<file path="src/rtl/wash_if.sv">
// Signal bundle between the wash sequencer and its surroundings: user
// controls, level sensors, phase-timer flags going in; phase-timer
// controls, actuators and status coming out.
interface wash_if;
   logic       start;
   logic [1:0] mode;
   logic       pause;
   logic       cancel;
   logic       lid_closed;
   logic       water_full;
   logic       water_empty;
   logic       soaked;
   logic       washed;
   logic       rinsed;
   logic       spun;
   logic       idle;
   logic       ready1;
   logic       ready2;
   logic       ready3;
   logic       soak;
   logic       wash;
   logic       rinse;
   logic       spin;
   logic       fill_valve;
   logic       drain_valve;
   logic       door_lock;
   logic       done;
   logic       fault;
   logic       paused;
   logic [3:0] state_o;

   // Environment side: drives user/sensor/timer inputs, observes controls.
   modport master (
      output start, mode, pause, cancel, lid_closed, water_full, water_empty,
             soaked, washed, rinsed, spun,
      input  idle, ready1, ready2, ready3, soak, wash, rinse, spin,
             fill_valve, drain_valve, door_lock, done, fault, paused, state_o
   );

   // Sequencer side.
   modport slave (
      input  start, mode, pause, cancel, lid_closed, water_full, water_empty,
             soaked, washed, rinsed, spun,
      output idle, ready1, ready2, ready3, soak, wash, rinse, spin,
             fill_valve, drain_valve, door_lock, done, fault, paused, state_o
   );
endinterface

</file>
<file path="src/rtl/wash_sequencer.sv">
// Washing machine cycle controller. Steps through fill/soak/wash/drain/
// fill/rinse/drain/spin, handles pause, cancel and a fill/drain watchdog.
// Every output is registered: the next output values are decoded from the
// next state (and the sampled pause condition) and clocked in together
// with the state, so nothing reaches the pins combinationally.
module wash_sequencer #(
   parameter int TMO_W         = 12,
   parameter int FILL_TIMEOUT  = 3000,
   parameter int DRAIN_TIMEOUT = 2000
) (
   input logic   clk,
   input logic   rst_n,
   wash_if.slave bus
);

   typedef enum logic [3:0] {
      S_IDLE   = 4'd0,
      S_READY  = 4'd1,
      S_FILL1  = 4'd2,
      S_SOAK   = 4'd3,
      S_WASH   = 4'd4,
      S_DRAIN1 = 4'd5,
      S_FILL2  = 4'd6,
      S_RINSE  = 4'd7,
      S_DRAIN2 = 4'd8,
      S_SPIN   = 4'd9,
      S_DONE   = 4'd10,
      S_ABORT  = 4'd11,
      S_FAULT  = 4'd12
   } state_t;

   // State codes of the timed phases, in soak/wash/rinse/spin bit order.
   localparam logic [15:0] PHASE_CODES = {4'd9, 4'd7, 4'd4, 4'd3};

   state_t           state_reg, state_next;
   logic [1:0]       mode_reg, mode_next;
   logic [TMO_W-1:0] wd_reg, wd_next;
   logic             fill_st, drain_st, wd_expired, cancellable;

   logic             hold_next, idle_next, fill_next, drain_next, lock_next;
   logic             done_next, fault_next;
   logic [2:0]       ready_next, ready_reg;
   logic [3:0]       phase_next, phase_reg;
   logic             idle_reg, fill_reg, drain_reg, lock_reg;
   logic             done_reg, fault_reg, paused_reg;

   // Watchdog classification of the current state and expiry detection.
   always_comb begin
      fill_st     = (state_reg == S_FILL1) || (state_reg == S_FILL2);
      drain_st    = (state_reg == S_DRAIN1) || (state_reg == S_DRAIN2) ||
                    (state_reg == S_ABORT);
      wd_expired  = (fill_st  && (wd_reg == TMO_W'(FILL_TIMEOUT - 1))) ||
                    (drain_st && (wd_reg == TMO_W'(DRAIN_TIMEOUT - 1)));
      cancellable = (state_reg >= S_READY) && (state_reg <= S_SPIN);
   end

   // Next state with priority watchdog > cancel > normal advance; mode latch.
   always_comb begin
      state_next = state_reg;
      mode_next  = mode_reg;
      if (wd_expired) begin
         state_next = S_FAULT;
      end else if (bus.cancel && cancellable) begin
         state_next = S_ABORT;
      end else begin
         case (state_reg)
            S_IDLE: begin
               if (bus.start && bus.lid_closed && (bus.mode != 2'b00)) begin
                  state_next = S_READY;
                  mode_next  = bus.mode;
               end
            end
            S_READY:  state_next = S_FILL1;
            S_FILL1:  if (bus.water_full)  state_next = S_SOAK;
            S_SOAK:   if (bus.soaked)      state_next = S_WASH;
            S_WASH:   if (bus.washed)      state_next = S_DRAIN1;
            S_DRAIN1: if (bus.water_empty) state_next = S_FILL2;
            S_FILL2:  if (bus.water_full)  state_next = S_RINSE;
            S_RINSE:  if (bus.rinsed)      state_next = S_DRAIN2;
            S_DRAIN2: if (bus.water_empty) state_next = S_SPIN;
            S_SPIN:   if (bus.spun)        state_next = S_DONE;
            S_DONE:   if (bus.start)       state_next = S_IDLE;
            S_ABORT:  if (bus.water_empty) state_next = S_IDLE;
            default:  state_next = state_reg;
         endcase
      end
      // Counter restarts on every state change and only runs while staying
      // in a fill, drain or abort state.
      if ((state_next == state_reg) && (fill_st || drain_st)) begin
         wd_next = wd_reg + TMO_W'(1);
      end else begin
         wd_next = '0;
      end
   end

   // Decode the output values that belong to the next state.
   always_comb begin
      hold_next  = ((state_next == S_SOAK) || (state_next == S_WASH) ||
                    (state_next == S_RINSE) || (state_next == S_SPIN)) &&
                   (bus.pause || !bus.lid_closed);
      idle_next  = (state_next == S_IDLE);
      fill_next  = (state_next == S_FILL1) || (state_next == S_FILL2);
      drain_next = (state_next == S_DRAIN1) || (state_next == S_DRAIN2) ||
                   (state_next == S_ABORT);
      lock_next  = ((state_next >= S_READY) && (state_next <= S_SPIN)) ||
                   (state_next == S_ABORT);
      done_next  = (state_next == S_DONE);
      fault_next = (state_next == S_FAULT);
   end

   generate
      for (genvar gi = 0; gi < 3; gi++) begin : g_ready
         assign ready_next[gi] = (state_next == S_READY) &&
                                 (mode_next == 2'(gi + 1));
      end
      for (genvar gi = 0; gi < 4; gi++) begin : g_phase
         assign phase_next[gi] = (4'(state_next) == PHASE_CODES[gi*4 +: 4]) &&
                                 !hold_next;
      end
   endgenerate

   // State, latched mode and watchdog registers.
   always_ff @(posedge clk or negedge rst_n) begin
      if (!rst_n) begin
         state_reg <= S_IDLE;
         mode_reg  <= 2'b01;
         wd_reg    <= '0;
      end else begin
         state_reg <= state_next;
         mode_reg  <= mode_next;
         wd_reg    <= wd_next;
      end
   end

   // Output registers; reset drops every actuator immediately.
   always_ff @(posedge clk or negedge rst_n) begin
      if (!rst_n) begin
         idle_reg   <= 1'b1;
         ready_reg  <= '0;
         phase_reg  <= '0;
         fill_reg   <= 1'b0;
         drain_reg  <= 1'b0;
         lock_reg   <= 1'b0;
         done_reg   <= 1'b0;
         fault_reg  <= 1'b0;
         paused_reg <= 1'b0;
      end else begin
         idle_reg   <= idle_next;
         ready_reg  <= ready_next;
         phase_reg  <= phase_next;
         fill_reg   <= fill_next;
         drain_reg  <= drain_next;
         lock_reg   <= lock_next;
         done_reg   <= done_next;
         fault_reg  <= fault_next;
         paused_reg <= hold_next;
      end
   end

   assign bus.idle        = idle_reg;
   assign bus.ready1      = ready_reg[0];
   assign bus.ready2      = ready_reg[1];
   assign bus.ready3      = ready_reg[2];
   assign bus.soak        = phase_reg[0];
   assign bus.wash        = phase_reg[1];
   assign bus.rinse       = phase_reg[2];
   assign bus.spin        = phase_reg[3];
   assign bus.fill_valve  = fill_reg;
   assign bus.drain_valve = drain_reg;
   assign bus.door_lock   = lock_reg;
   assign bus.done        = done_reg;
   assign bus.fault       = fault_reg;
   assign bus.paused      = paused_reg;
   assign bus.state_o     = state_reg;

endmodule

</file>
<file path="src/flat_wrapper.sv">
// flat-port wrapper written by rule: the top's interface ports become plain ports
module wash_sequencer_flat 
#(
   parameter int TMO_W         = 12,
   parameter int FILL_TIMEOUT  = 3000,
   parameter int DRAIN_TIMEOUT = 2000
)
  (clk, rst_n, bus_start, bus_mode, bus_pause, bus_cancel, bus_lid_closed, bus_water_full, bus_water_empty, bus_soaked, bus_washed, bus_rinsed, bus_spun, bus_idle, bus_ready1, bus_ready2, bus_ready3, bus_soak, bus_wash, bus_rinse, bus_spin, bus_fill_valve, bus_drain_valve, bus_door_lock, bus_done, bus_fault, bus_paused, bus_state_o);
  wash_if bus_i ();
  input logic clk;
  input logic rst_n;
  input wire logic [$bits(bus_i.start)-1:0] bus_start;
  input wire logic [$bits(bus_i.mode)-1:0] bus_mode;
  input wire logic [$bits(bus_i.pause)-1:0] bus_pause;
  input wire logic [$bits(bus_i.cancel)-1:0] bus_cancel;
  input wire logic [$bits(bus_i.lid_closed)-1:0] bus_lid_closed;
  input wire logic [$bits(bus_i.water_full)-1:0] bus_water_full;
  input wire logic [$bits(bus_i.water_empty)-1:0] bus_water_empty;
  input wire logic [$bits(bus_i.soaked)-1:0] bus_soaked;
  input wire logic [$bits(bus_i.washed)-1:0] bus_washed;
  input wire logic [$bits(bus_i.rinsed)-1:0] bus_rinsed;
  input wire logic [$bits(bus_i.spun)-1:0] bus_spun;
  output wire logic [$bits(bus_i.idle)-1:0] bus_idle;
  output wire logic [$bits(bus_i.ready1)-1:0] bus_ready1;
  output wire logic [$bits(bus_i.ready2)-1:0] bus_ready2;
  output wire logic [$bits(bus_i.ready3)-1:0] bus_ready3;
  output wire logic [$bits(bus_i.soak)-1:0] bus_soak;
  output wire logic [$bits(bus_i.wash)-1:0] bus_wash;
  output wire logic [$bits(bus_i.rinse)-1:0] bus_rinse;
  output wire logic [$bits(bus_i.spin)-1:0] bus_spin;
  output wire logic [$bits(bus_i.fill_valve)-1:0] bus_fill_valve;
  output wire logic [$bits(bus_i.drain_valve)-1:0] bus_drain_valve;
  output wire logic [$bits(bus_i.door_lock)-1:0] bus_door_lock;
  output wire logic [$bits(bus_i.done)-1:0] bus_done;
  output wire logic [$bits(bus_i.fault)-1:0] bus_fault;
  output wire logic [$bits(bus_i.paused)-1:0] bus_paused;
  output wire logic [$bits(bus_i.state_o)-1:0] bus_state_o;
  assign bus_i.start = bus_start;
  assign bus_i.mode = bus_mode;
  assign bus_i.pause = bus_pause;
  assign bus_i.cancel = bus_cancel;
  assign bus_i.lid_closed = bus_lid_closed;
  assign bus_i.water_full = bus_water_full;
  assign bus_i.water_empty = bus_water_empty;
  assign bus_i.soaked = bus_soaked;
  assign bus_i.washed = bus_washed;
  assign bus_i.rinsed = bus_rinsed;
  assign bus_i.spun = bus_spun;
  assign bus_idle = bus_i.idle;
  assign bus_ready1 = bus_i.ready1;
  assign bus_ready2 = bus_i.ready2;
  assign bus_ready3 = bus_i.ready3;
  assign bus_soak = bus_i.soak;
  assign bus_wash = bus_i.wash;
  assign bus_rinse = bus_i.rinse;
  assign bus_spin = bus_i.spin;
  assign bus_fill_valve = bus_i.fill_valve;
  assign bus_drain_valve = bus_i.drain_valve;
  assign bus_door_lock = bus_i.door_lock;
  assign bus_done = bus_i.done;
  assign bus_fault = bus_i.fault;
  assign bus_paused = bus_i.paused;
  assign bus_state_o = bus_i.state_o;
  wash_sequencer #(.TMO_W(TMO_W), .FILL_TIMEOUT(FILL_TIMEOUT), .DRAIN_TIMEOUT(DRAIN_TIMEOUT)) u_core (.clk(clk), .rst_n(rst_n), .bus(bus_i));
endmodule
</file>
<file path="config.mk">
export PLATFORM = sky130hd
export DESIGN_NAME = wash_sequencer_flat
export DESIGN_NICKNAME = d
export VERILOG_FILES = /design/src/rtl/wash_if.sv /design/src/rtl/wash_sequencer.sv /design/src/flat_wrapper.sv
export SDC_FILE = /design/constraint.sdc
export NUM_CORES = 1
export LEC_CHECK = 0
export CORE_ASPECT_RATIO = 0.6
export CORE_MARGIN = 2
export CORE_UTILIZATION = 47
export DETAILED_ROUTE_END_ITERATION = 12
export PLACE_DENSITY_LB_ADDON = 0.25
export SETUP_SLACK_MARGIN = 0.15
export SYNTH_ARGS = -nofsm -noshare
export SYNTH_HDL_FRONTEND = slang
export SYNTH_SLANG_ARGS = --single-unit
</file>
<file path="constraint.sdc">
create_clock -name clk -period 2.3 [get_ports clk]
set_input_delay 0.345 -clock clk [delete_from_list [all_inputs] [get_ports clk]]
set_output_delay 0.345 -clock clk [all_outputs]
set_load 0.02 [all_outputs]
</file>
## Yosys cells after proc, flatten, opt, wreduce, memory -nomap -nowiden

Index checks and enable logic that the tools add are counted.

| storage, ports and cells | value |
|---|---|
| flip-flop bits (word level) | 32 |
| input bits | 14 |
| output and inout bits | 18 |
| logic and storage cells | 99 |

| cells by class | value |
|---|---|
| $add $sub $neg | 1 |
| $lt $le $gt $ge | 4 |
| equal/unequal tests | 29 |
| muxes and demuxes | 19 |
| reductions and logical operators | 34 |

Operator list:

| cell | count |
|---|---|
| 2-to-1 mux 4 bit | 13 |
| case mux 4 bit (12 select lines) | 1 |
| == test 4 bit (second input constant) | 9 |
| == test 4 x 3 -> 1 bit (second input constant) | 8 |
| == test 4 x 2 -> 1 bit (second input constant) | 4 |
| logical AND 1 bit | 16 |
| logical OR 1 bit | 13 |
| adder 12 x 1 -> 12 bit (second input constant) | 1 |
| == test 12 x 11 -> 1 bit (second input constant) | 1 |
| == test 12 bit (second input constant) | 1 |
| 2-to-1 mux 12 bit | 1 |
| == test 4 x 1 -> 1 bit (second input constant) | 2 |
| greater-or-equal comparator 4 x 1 -> 1 bit (second input constant) | 2 |
| less-or-equal comparator 4 bit (second input constant) | 2 |
| logical NOT 4 bit | 2 |
| 2-to-1 mux 2 bit | 4 |
| == test 2 bit (second input constant) | 2 |
| == test 4 bit | 1 |
| == test 2 x 1 -> 1 bit (second input constant) | 1 |
| logical NOT 1 bit | 2 |
| nonzero test 2 bit | 1 |

## Logic depth before layout (Yosys ltp)

| depth | value |
|---|---|
| depth in word-level cells | 13 |
| mapped depth | 11 |
| depth with buffers taken out | 8 |

## Least setup slack after synthesis

Ideal clock, no wire load.

| path | value |
|---|---|
| path kind | reg-to-reg |
| from | register u_core.state_reg[0], in the netlist u_core.bus.state_o[0] |
| to | register u_core.wd_reg[5] |
| library setup time | 0.069 ns |
| data arrival time | 2.398 ns |
| required time | 2.231 ns |
| slack | -0.167 ns |
| cell stages (with the launch flop) | 10 |
| buffers on the path | 2 |
| period minus slack after synthesis | 2.467 ns |
| cell sequence | dfrtp_1 > buf_6 > or4b_1 > o211ai_2 > a41oi_2 > mux2i_1 > a311o_1 > a2111o_1 > buf_6 > nor2_2 |

| between the ends | value |
|---|---|
| longest elaborated chain between the ends | 9 |
| elaborated cells between the ends (all ways) | 40 |
| classes of those cells | 2 x order compare; 12 x eq/ne; 15 x mux; 11 x reduce/logical |

RTL lines:

| item | RTL line | text |
|---|---|---|
| from (decl) | wash_sequencer.sv:35 | `state_t state_reg, state_next;` |
| from (signal assigned) | wash_sequencer.sv:129 | `state_reg <= state_next;` |
| branches (longest 7 deep; another with greater-or-equal comparator 4 x 1 -> 1 bit) | n/a |  |
| logical AND 1 bit * | wash_sequencer.sv:89 | `if ((state_next == state_reg) && (fill_st \|\| drain_st)) begin` |
| 2-to-1 mux 12 bit * | wash_sequencer.sv:89 |  |
| net u_core.wd_next[5] | wash_sequencer.sv:37 | `logic [TMO_W-1:0] wd_reg, wd_next;` |
| to (signal assigned) | wash_sequencer.sv:131 | `wd_reg <= wd_next;` |
| to (decl) | wash_sequencer.sv:37 |  |

Mark *: on every way through the listed nets, which the timed path passes.

## Worst setup path in the final report

| path | value |
|---|---|
| from | register u_core.state_reg[2], in the netlist u_core.bus.state_o[2] |
| to | register u_core.wd_reg[4] |

Same word-level chain as after synthesis.

==> impl_metrics.ini <==
[status]
outcome = finished with violations
violations = setup timing

[power]
combPwrFrac_pct = 66.8
p_sw_share_pct = 43.1
seq_power_share_pct = 20.8
pwr-share-clk_pct = 12.4
power.density_mw_per_mm2 = 1340
switchingPower_mw = 1.57
p_total_mw = 3.64
peakVddDrop_uv = 715
intPower_mw = 2.07
p_leak_nw = 1.16

[grt]
overflow = 0
grt_max_degree = 31
grt_pass1_wl_mm = 7.51
grt_usage_pct = 22.9
grt_pass1_vias = 1581
antenna_found_initial = 0

[cts]
htree_num_levels = 2
cts_root_buf = clkbuf_8
cts_buffers = 5
cts_tree = built
clock-sinks = 30
clkTransAtPathRegs_ns = 0.07
cts-hold-fix-buffers = 0
clk_path_buf_depth = 2
insertion_delay_ns = 0.29

[floorplan]
io-pin-count = 32
die_width_microns = 83.1
initial_utilization_pct = 48.5
core_area_sq_mm = 0.00364
die_height_microns = 51.5
dieArea_sq_mm = 0.00428
rows = 17

[sta]
fin_skew_ns = 0.00827
relSlewSlack_pct = 75.0
rsz0062_at_grt = true
report.final.slew_viol_count = 0
min_period_over_period_pct = 108
max_freq_ghz = 0.403
setup_viol = 14
timing.final.ws_setup_ns = -0.181
worstMarginPinSlew_ns = 0.370
hold_viol = 0
fin_crit_ns = 2.48

[logic_synthesis]
syn-mean-instance-area_sq_um = 9.54
synthesis.nets = 200
ys_warn_count = 0
synth_edf_count = 0
syn-instance-count = 185
synth_async_sr_flop_share_pct = 100
ys_types = 53
syn-cell-area_sq_mm = 0.00176
synth_flop_cell = dfrtp_1
synth-seq-cells = 30
ys_seq_area_share_pct = 42.6

[final_layout]
largest_reg_flops = 12
area_growth_syn_to_layout_pct = 53.9
layout_commonest_cell = buf_4
n_antenna_cell = 0
final_nets = 276
layout_common_cells = buf_4 (42), clkdlybuf4s50_1 (31), dfrtp_1 (25), nor2_1 (16), nand2_1 (12)
final_cell_count_no_fill = 309
drive_gt1_share_pct = 38.9

[drt]
vias = 1749
ant_nets = 0
dr.pass1.iters = 4
drt_iter0_drc = 94
wirelength_mm = 5.10
detail_route.vias_per_cell = 5.66
post_drt_wl_per_cell_microns = 16.5
drcViolationCount = 0

[min_path]
hold_class = input pin to async pin

[placement]
gp_congestion = 0.889
dp_worst_setup_slack_ns = -0.209
hpwlAfterDp_mm = 3.35
dpl.cell_count = 291
numPortBuffers = 31

[setup_path]
critPathMaxFanout = 6
ff2ff_setup_slack_ns = -0.18
critPathLaunchType = register
cp-end-kind = register
arrival_ns = 2.69
worstRegToRegCells = 8
cp.required_ns = 2.51
critPathKind = register to register

[job]
maxCapViolations = 0
## synthesized netlist by cell type, types with 3 or more instances
cell,count,area share (%)
a21oi_1,4,1.1
nor2_1,17,3.6
xnor2_1,4,2.0
buf_2,6,1.7
o21ai_0,6,1.7
nor4b_1,3,1.5
dfrtp_1,29,41
nor2_2,10,3.5
nand3_1,8,2.3
and3_1,7,2.5
nand4bb_1,3,1.9
inv_1,4,0.85
xor2_1,6,3.0
nand2_1,15,3.2
nand2b_1,5,1.8
nor3_1,8,2.3
nand4_1,3,1.1
## layer usage
metal | wire, microns | GRT usage, %
met5 | 0 | 0
met4 | 60 | 8.20
met3 | 375 | 5.65
met2 | 2380 | 34.1
met1 | 2280 | 32.6
## per-stage QoR
step,area [sq um],utilization [%],hold WS (ns),setup TNS [ns]
floorplan,1770,-,0.0494,-1.53
global placement,2360,65.0,0.525,-2.18
detailed placement,2360,65.0,0.539,-2.27
CTS,2540,69.8,0.446,-1.13
global route,2720,74.6,0.481,-3.38
finish,2720,74.6,0.435,-1.82
## power groups by stage
stage	clock network (mW)	logic [mW]	registers [mW]
floorplan	0	1.03	0.828
global placement	0	1.81	0.746
detailed placement	0	1.84	0.749
CTS	0.454	1.97	0.742
global route	0.497	2.61	0.765
finish	0.450	2.43	0.758
## repair_timing
action | CTS | global route
pin swaps | 5 | 10
setup endpoints to repair | 18 | 22
endpoints found under the hold margin | 0 | 0
resized for setup | 15 | 28
cloned | 0 | 2
buffers inserted | 3 | 5
## final cells by class
cell class                      instances  area (sq um)
Clock buffer                            6          82.6
Clock inverter                          2          12.5
Fill cell                             244           922
Inverter                                5          18.8
Multi-Input combinational cell        139          1080
Sequential cell                        30           757
Tap cell                               47          58.8
Timing Repair Buffer                   80           704
## logic make-up (layout without fill, tap and decap cells)
| logic type | Yosys count | count (layout) | share of synthesized area, % |
|---|---|---|---|
| mux | 2 | 2 | 1.13 |
| compound gates | 32 | 32 | 14.5 |
| simple gates | 94 | 94 | 31.3 |
| buf+inv | 16 | 93 | 4.68 |
| flops | 30 | 30 | 42.6 |
| fa+ha+maj | 1 | 1 | 0.709 |
| xor+xnor | 10 | 10 | 4.96 |
## worst paths after layout
kind / startpoint / end
worst max-delay path: u_core.bus.state_o[2] / u_core.wd_reg[4]
worst min-delay path: rst_n / u_core.wd_reg[6]
worst max register to register: u_core.bus.state_o[2] / u_core.wd_reg[4]
worst min register to register: u_core.wd_reg[0] / u_core.wd_reg[0]
max in group asynchronous: rst_n / u_core.bus.idle
min in group clk: u_core.wd_reg[0] / u_core.wd_reg[0]
## critical path: stages, from the launching register on
cell	delay, ns
dfrtp_2	0.47
or4b_4	0.57
o211ai_4	0.12
a41oi_4	0.18
mux2i_1	0.16
a311o_1	0.28
a2111o_1	0.35
buf_6	0.17
nor2_2	0.11
Note: power is estimated with default switching activity, not from simulation.
